## src/rtl/mod_exp_pkg.sv

```systemverilog
// Shared width default and FSM encodings for the modular exponentiation engine
// and its shift-add multiplier.
package mod_exp_pkg;
    localparam int DEF_WIDTH = 32;

    typedef enum logic [3:0] {
        IDLE, INIT, CHECK, MUL_GO, MUL_SKIP, MUL_WAIT,
        SHIFT, SQ_GO, SQ_SKIP, SQ_WAIT, FINISH
    } state_t;

    typedef enum logic [1:0] {M_IDLE, M_RUN, M_FIN} mul_state_t;
endpackage

```

## src/rtl/mod_exp_if.sv

```systemverilog
// start/done request bus of the exponentiation engine.
interface mod_exp_if
    import mod_exp_pkg::*;
#(
    parameter int WIDTH = DEF_WIDTH
);
    logic             start;
    logic [WIDTH-1:0] a;
    logic [WIDTH-1:0] b;
    logic [WIDTH-1:0] m;
    logic [WIDTH-1:0] result;
    logic             done;

    modport master (output start, a, b, m, input result, done);
    modport slave  (input start, a, b, m, output result, done);
endinterface

```

## src/rtl/mod_exp_mul.sv

```systemverilog
// Shift-add modular multiplier: result = a*b mod m, one multiplier bit per cycle.
// Operands must be below m and m below 2^(WIDTH-1) so sums never overflow.
module mod_mul
    import mod_exp_pkg::*;
#(
    parameter int WIDTH = DEF_WIDTH
) (
    input  logic             clk,
    input  logic             reset,
    input  logic             start,
    input  logic [WIDTH-1:0] a,
    input  logic [WIDTH-1:0] b,
    input  logic [WIDTH-1:0] m,
    output logic [WIDTH-1:0] result,
    output logic             done
);
    mul_state_t state, next_state;
    logic [WIDTH-1:0] x, y, acc;
    logic [WIDTH:0]   sum, sum_sub, dbl, dbl_sub;
    logic [WIDTH-1:0] sum_red, dbl_red;

    always_comb begin
        sum     = {1'b0, acc} + {1'b0, x};
        sum_sub = sum - {1'b0, m};
        sum_red = (sum >= {1'b0, m}) ? sum_sub[WIDTH-1:0] : sum[WIDTH-1:0];
        dbl     = {x, 1'b0};
        dbl_sub = dbl - {1'b0, m};
        dbl_red = (dbl >= {1'b0, m}) ? dbl_sub[WIDTH-1:0] : dbl[WIDTH-1:0];
    end

    always_ff @(posedge clk or negedge reset) begin
        if (!reset) state <= M_IDLE;
        else        state <= next_state;
    end

    always_comb begin
        next_state = state;
        case (state)
            M_IDLE:  if (start) next_state = M_RUN;
            M_RUN:   if (y == '0) next_state = M_FIN;
            M_FIN:   next_state = M_IDLE;
            default: next_state = M_IDLE;
        endcase
    end

    always_ff @(posedge clk or negedge reset) begin
        if (!reset) begin
            x      <= '0;
            y      <= '0;
            acc    <= '0;
            result <= '0;
            done   <= 1'b0;
        end else begin
            case (state)
                M_IDLE: begin
                    done <= ~start;
                    if (start) begin
                        x   <= a;
                        y   <= b;
                        acc <= '0;
                    end
                end
                M_RUN: if (y != '0) begin
                    if (y[0]) acc <= sum_red;
                    x <= dbl_red;
                    y <= y >> 1;
                end
                M_FIN: begin
                    result <= acc;
                    done   <= 1'b1;
                end
                default: ;
            endcase
        end
    end
endmodule

```

## src/rtl/mod_exp.sv

```systemverilog
// Right-to-left square-and-multiply a^b mod m driving one shared mod_mul.
module mod_exp
    import mod_exp_pkg::*;
#(
    parameter int WIDTH = DEF_WIDTH
) (
    input  logic    clk,
    input  logic    reset,
    mod_exp_if.slave bus
);
    state_t state, next_state;
    logic [WIDTH-1:0] base, expo, modulus, acc;
    logic [WIDTH-1:0] mul_a, mul_b, mul_res;
    logic             mul_start, mul_done;

    mod_mul #(.WIDTH(WIDTH)) u_mul (
        .clk    (clk),
        .reset  (reset),
        .start  (mul_start),
        .a      (mul_a),
        .b      (mul_b),
        .m      (modulus),
        .result (mul_res),
        .done   (mul_done)
    );

    always_ff @(posedge clk or negedge reset) begin
        if (!reset) state <= IDLE;
        else        state <= next_state;
    end

    always_comb begin
        next_state = state;
        case (state)
            IDLE:     if (bus.start) next_state = INIT;
            INIT:     next_state = CHECK;
            CHECK:    next_state = (expo == '0) ? FINISH : (expo[0] ? MUL_GO : SHIFT);
            MUL_GO:   next_state = MUL_SKIP;
            MUL_SKIP: next_state = MUL_WAIT;
            MUL_WAIT: if (mul_done) next_state = SHIFT;
            SHIFT:    next_state = ((expo >> 1) == '0) ? FINISH : SQ_GO;
            SQ_GO:    next_state = SQ_SKIP;
            SQ_SKIP:  next_state = SQ_WAIT;
            SQ_WAIT:  if (mul_done) next_state = CHECK;
            FINISH:   next_state = IDLE;
            default:  next_state = IDLE;
        endcase
    end

    // Operands load one state ahead of GO so they are stable for the whole call.
    always_ff @(posedge clk or negedge reset) begin
        if (!reset) begin
            base       <= '0;
            expo       <= '0;
            modulus    <= '0;
            acc        <= '0;
            mul_a      <= '0;
            mul_b      <= '0;
            mul_start  <= 1'b0;
            bus.result <= '0;
            bus.done   <= 1'b0;
        end else begin
            mul_start <= 1'b0;
            case (state)
                IDLE: begin
                    bus.done <= ~bus.start;
                    if (bus.start) begin
                        base    <= bus.a;
                        expo    <= bus.b;
                        modulus <= bus.m;
                    end
                end
                INIT: acc <= (modulus == WIDTH'(1)) ? '0 : WIDTH'(1);
                CHECK: if (expo != '0 && expo[0]) begin
                    mul_a <= acc;
                    mul_b <= base;
                end
                MUL_GO, SQ_GO: mul_start <= 1'b1;
                MUL_WAIT: if (mul_done) acc <= mul_res;
                SHIFT: begin
                    expo  <= expo >> 1;
                    mul_a <= base;
                    mul_b <= base;
                end
                SQ_WAIT: if (mul_done) base <= mul_res;
                FINISH: begin
                    bus.result <= acc;
                    bus.done   <= 1'b1;
                end
                default: ;
            endcase
        end
    end
endmodule

```

## src/flat_wrapper.sv

```systemverilog
// flat-port wrapper written by rule: the top's interface ports become plain ports
module mod_exp_flat import mod_exp_pkg::*;
#(
    parameter int WIDTH = DEF_WIDTH
)
  (clk, reset, bus_start, bus_a, bus_b, bus_m, bus_result, bus_done);
  mod_exp_if #(.WIDTH(WIDTH)) bus_i ();
  input  logic clk;
  input  logic reset;
  input wire logic [$bits(bus_i.start)-1:0] bus_start;
  input wire logic [$bits(bus_i.a)-1:0] bus_a;
  input wire logic [$bits(bus_i.b)-1:0] bus_b;
  input wire logic [$bits(bus_i.m)-1:0] bus_m;
  output wire logic [$bits(bus_i.result)-1:0] bus_result;
  output wire logic [$bits(bus_i.done)-1:0] bus_done;
  assign bus_i.start = bus_start;
  assign bus_i.a = bus_a;
  assign bus_i.b = bus_b;
  assign bus_i.m = bus_m;
  assign bus_result = bus_i.result;
  assign bus_done = bus_i.done;
  mod_exp #(.WIDTH(WIDTH)) u_core (.clk(clk), .reset(reset), .bus(bus_i));
endmodule
```

## config.mk

```make
export PLATFORM = sky130hd
export DESIGN_NAME = mod_exp_flat
export DESIGN_NICKNAME = d
export VERILOG_FILES = /design/src/rtl/mod_exp_pkg.sv /design/src/rtl/mod_exp_if.sv /design/src/rtl/mod_exp_mul.sv /design/src/rtl/mod_exp.sv /design/src/flat_wrapper.sv
export SDC_FILE = /design/constraint.sdc
export NUM_CORES = 1
export LEC_CHECK = 0
export CAP_MARGIN = 25
export CORE_ASPECT_RATIO = 0.9
export CORE_UTILIZATION = 67
export CTS_BUF_LIST = sky130_fd_sc_hd__clkbuf_4 sky130_fd_sc_hd__clkbuf_8
export DETAILED_ROUTE_END_ITERATION = 8
export DONT_BUFFER_PORTS = 1
export HOLD_SLACK_MARGIN = 0.02
export PLACE_DENSITY_LB_ADDON = 0.1
export SLEW_MARGIN = 30
export SYNTH_ARGS = -nofsm -noshare
export SYNTH_HDL_FRONTEND = slang
export SYNTH_SLANG_ARGS = --single-unit
```

## constraint.sdc

```tcl
create_clock -name clk -period 6 [get_ports clk]
set_input_delay 1.5 -clock clk [delete_from_list [all_inputs] [get_ports clk]]
set_output_delay 1.5 -clock clk [all_outputs]
set_load 0.02 [all_outputs]
```

==> metrics list <==
* Buffers and inverters on the worst path: 3
* Number of distinct library cell variants in the gate-level netlist after synthesis: 72
- Simple-Gate Fraction of Synth Area: 17.9%
- Setup violations remaining at the end of the flow were counted as 0.
* Net count, final: 2473
- Fin Setup TNS: 0 ns
- Of all nets on the critical path, the largest fanout is 12.
- In the finished design, the share of the clock period the worst path needs comes to 94.1%.
* Row count: 61
* Register area share after synthesis: 42.9%
* Clock tree from TritonCTS: done
- Time the final worst path needs with I/O delays and setup: 5.64 ns
* Startpoint class of the critical path: register
* Total track usage: 38.6%
* Amount of wire on met3 after detailed routing: 4.38 mm
- Summing the areas of all compound-gate instances in the mapped netlist gives 16.9% of the synthesized area.
- Height of the die: 170 um
- Final core occ: 73.2%
- After synthesis, the largest family of logic cells by area is simple AND/OR/NAND/NOR gates.
* Worst-case clock buffer depth: 3
- The detailed router put a total of 25.4 mm of wire on met1.
- Primary flip-flop cell chosen by synthesis mapping: sky130_fd_sc_hd__dfrtp_1
- The routed design has 61.8 mm of wire.
- Clock buffers created by TritonCTS: 57
- Number of iterations in the first detailed-routing pass: 6
* RePlAce Congestion: 0.983
* Capturing element type of the critical path: register
- Buffer cell driving the clock tree root: sky130_fd_sc_hd__clkbuf_8
- From left edge to right edge, the die measures 189 um.
- At the worst endpoint, the required time is 6.52 ns.
* Async set or reset register ratio after synthesis: 100%
* DRC errors left: 0
- Register area: 9030 um2
* Clock slew at the register clock pins of the worst setup and hold paths: 0.06 ns
- Netlist area before placement: 21000 um2
- For this run, the slowest stage of the critical path takes 0.64 ns.
- Max-slew violation total from the final report: 0
* Count of inserted antenna diode cells: 0
- The average instance in the mapped netlist occupies 9.08 um2.
- Slowest cell on the critical path: sky130_fd_sc_hd__a2111oi_0
- Total congestion overflow after global routing: 0
- Unrepaired setup endpoints after global routing: false
* HPWL after DPL: 43.3 mm
* Share of synthesized area spent on multiplexers: 10.0%
- Cells with a size suffix above 1 make up 12.6% of the layout.
- Counting flops with a built-in enable in the synthesized netlist gives 0.
* Slew @ Worst Pin: 0.984 ns
- After Yosys synthesis, XOR and XNOR cells account for 2.79% of the synthesized area.
- The cell family contributing the most delay on the critical path is compound AO/OA/AOI/OAI gates.
- Total number of vias: 18200
* Number of levels in the clock H-tree: 2
- Input and output buffers added on the ports amount to 0.
- Adder-Cell Fraction of Synth Area: 5.99%
- The tool flagged a number of max-cap violations equal to 0.
- In this run the remaining antenna-violating nets after routing total 0.
- Final Cell Area: 22600 um2
- After filler insertion, the fill cell instance count of the layout stands at 2246.
- Clock tree synthesis found a total of 361 sinks.
* Outcome: finished, final reports clean
- Register bit count reported by yosys: 361
- Entering global routing, the biggest net connects 362 pins.
- Net Count, Synth: 2516
- The worst setup path is of the reg2reg kind.
* CP cell instances: ha_1 > a211oi_1 > o21bai_1 > o311ai_0 > buf_4 > nand2_1 > a31oi_1 > mux2i_1 > or3_1 > ha_1 > inv_1 > nor2_1 > a2111oi_0 > o41ai_1 > a311oi_1 > buf_4 > and3_2 > nor2_1 > a221o_1
- Number of violations reported at the end of detailed-routing iteration 0: 1934
- Final Hold Violating Endpoints: 0
- Clock skew on the completed layout was measured at 0.0373 ns.
- Max-slew headroom at the worst pin: 34.3%
* Starting density of the core: 68.1%
- Path category of the worst min-delay check: reg2reg
- FMAX: 0.177 GHz
* DR WL met2: 29.2 mm
* Placeable core area: 30900 um2
- Highest routing layer actually used: met4
- After detailed routing, the number of vias per cell comes to 6.68.
- For the worst setup path, the data arrival time is 6.16 ns.
- Syn-to-layout area delta: 7.47%
* Die Outline Area: 32100 um2
* Global-route wire length before repair: 96.4 mm
- For this design the top-level I/O count stands at 132.
- The via count of the first global-routing pass is 17400.
* Gate Count Post-Synth: 2318
- Multi-input gate area: 11400 um2
* Post-DP Area: 21300 um2
* Number of antenna violations at the first check in global routing: 0
- Per-cell routed wire length: 22.7 um
- Yosys warning count: 0
- Skew-Pair Late Insertion Delay: 0.65 ns
==> through the flow <==
stage	std cells	setup WS (ns)	hold slack, ns
2_1_floorplan	2318	1.25	0.455
3_3_place_gp	2624	0.313	0.473
3_5_place_dp	2624	0.285	0.483
4_1_cts	2727	0.255	0.495
5_1_grt	2728	0.0101	0.524
6_report	2728	0.356	0.507
==> flip-flops by register name (all words and copies together) (netlist names) <==
register and flops:
u_core.acc 32, u_core.u_mul.x 32, u_core.base 32, u_core.u_mul.y 32, u_core.bus.done 1, u_core.mul_start 1, u_core.u_mul.done 1, u_core.u_mul.result 32
u_core.u_mul.state 2, u_core.expo 32, u_core.bus.result 32, u_core.state 4, u_core.mul_b 32, u_core.mul_a 32, u_core.u_mul.acc 32, u_core.modulus 32
==> kinds of logic (layout without fill, tap and decap cells) <==
kind of cell,after synthesis,count (layout)
xor gates and xnor gates,67,67
and+or+nand+nor,850,850
muxes,194,194
AOI/OAI and AO/OA,560,560
adders and majority gates,99,99
DFF,361,361
buffers and inverters,187,188
==> layer usage <==
layer  vias to the layer above  global-route usage (%)
li1                       8275                       -
met1                      8951                    51.4
met2                       826                    61.9
met3                       177                    5.96
met4                         0                    18.8
met5                         -                       0
==> worst paths after layout <==
| check | startpoint | to | slack (ns) | cells after the start |
|---|---|---|---|---|
| worst max-delay path | u_core.u_mul.x[1] | u_core.u_mul.acc[29] | 0.36 | 19 |
| worst min-delay path | u_core.mul_b[9] | u_core.mul_b[9] | 0.51 | 1 |
| worst max register to register | u_core.u_mul.x[1] | u_core.u_mul.acc[29] | 0.36 | 19 |
| worst min register to register | u_core.mul_b[9] | u_core.mul_b[9] | 0.51 | 1 |
| max in group asynchronous | reset | u_core.mul_b[31] | 4.88 | 0 |
| min in group asynchronous | reset | u_core.modulus[28] | 0.55 | 0 |
==> worst reg2reg max path, cell delays in order, from the launching register on <==
cell                        delay [ns]
sky130_fd_sc_hd__dfrtp_1          0.44
sky130_fd_sc_hd__ha_1             0.33
sky130_fd_sc_hd__a211oi_1         0.27
sky130_fd_sc_hd__o21bai_1         0.17
sky130_fd_sc_hd__o311ai_0         0.33
sky130_fd_sc_hd__buf_4            0.19
sky130_fd_sc_hd__nand2_1          0.21
sky130_fd_sc_hd__a31oi_1          0.32
sky130_fd_sc_hd__mux2i_1          0.12
sky130_fd_sc_hd__or3_1            0.42
sky130_fd_sc_hd__ha_1             0.34
sky130_fd_sc_hd__inv_1            0.15
sky130_fd_sc_hd__nor2_1           0.06
sky130_fd_sc_hd__a2111oi_0        0.64
sky130_fd_sc_hd__o41ai_1          0.20
sky130_fd_sc_hd__a311oi_1         0.24
sky130_fd_sc_hd__buf_4            0.19
sky130_fd_sc_hd__and3_2           0.38
sky130_fd_sc_hd__nor2_1           0.16
sky130_fd_sc_hd__a221o_1          0.37
==> Yosys cell counts, drive strengths merged, types with 11 or more instances <==
| master | n | area [um2] |
|---|---|---|
| o21ai | 101 | 505 |
| nand2b | 19 | 119 |
| xor2 | 24 | 210 |
| nand2 | 321 | 1210 |
| mux2i | 64 | 641 |
| o211ai | 16 | 120 |
| a221o | 12 | 120 |
| a21oi | 143 | 719 |
| a31oi | 91 | 569 |
| or3 | 18 | 113 |
| o31ai | 16 | 120 |
| nand3 | 75 | 375 |
| nor4 | 34 | 213 |
| ha | 96 | 1200 |
| clkbuf | 104 | 390 |
| nor2b | 12 | 75.1 |
| inv | 65 | 244 |
| nand4 | 17 | 106 |
| o21bai | 11 | 82.6 |
| o21a | 16 | 121 |
| mux2 | 130 | 1460 |
| nor2 | 255 | 957 |
| and3 | 25 | 156 |
| a21o | 28 | 210 |
| nor3 | 34 | 175 |
| dfrtp | 361 | 9030 |
| o22ai | 42 | 263 |
| xnor2 | 43 | 377 |
| a211oi | 14 | 105 |
| and2 | 16 | 103 |
| buf | 18 | 90.1 |
==> cell type report <==
type                            count  share of cell area, %
Multi-Input combinational cell   1770                   50.3
Timing Repair Buffer               20                  0.824
Clock inverter                     14                  0.620
Clock buffer                       89                   4.97
Sequential cell                   361                   39.9
Tap cell                          409                   2.26
Inverter                           65                   1.08
==> cell usage in the layout, fill, tap and decap left out, types with 34 or more instances in the layout <==
master and instances:
sky130_fd_sc_hd__nand3_1 73, sky130_fd_sc_hd__nor4_1 34, sky130_fd_sc_hd__mux2_2 130, sky130_fd_sc_hd__xnor2_1 43, sky130_fd_sc_hd__o21ai_0 86, sky130_fd_sc_hd__a31oi_1 91
sky130_fd_sc_hd__o22ai_1 42, sky130_fd_sc_hd__dfrtp_1 361, sky130_fd_sc_hd__a21oi_1 142, sky130_fd_sc_hd__nand2_1 319, sky130_fd_sc_hd__clkbuf_8 73, sky130_fd_sc_hd__mux2i_1 64
sky130_fd_sc_hd__nor2_1 249, sky130_fd_sc_hd__inv_1 64, sky130_fd_sc_hd__ha_1 96
==> what timing repair did <==
| action | 4_1_cts | 5_1_grt |
|---|---|---|
| resized for setup | 0 | 5 |
| hold buffers | 0 | 0 |
| buffers inserted | 0 | 0 |
| endpoints found under the setup margin | 0 | 25 |
Power is not shown: default switching activity piles up to over one toggle a cycle in this logic, so the estimate is an artifact.
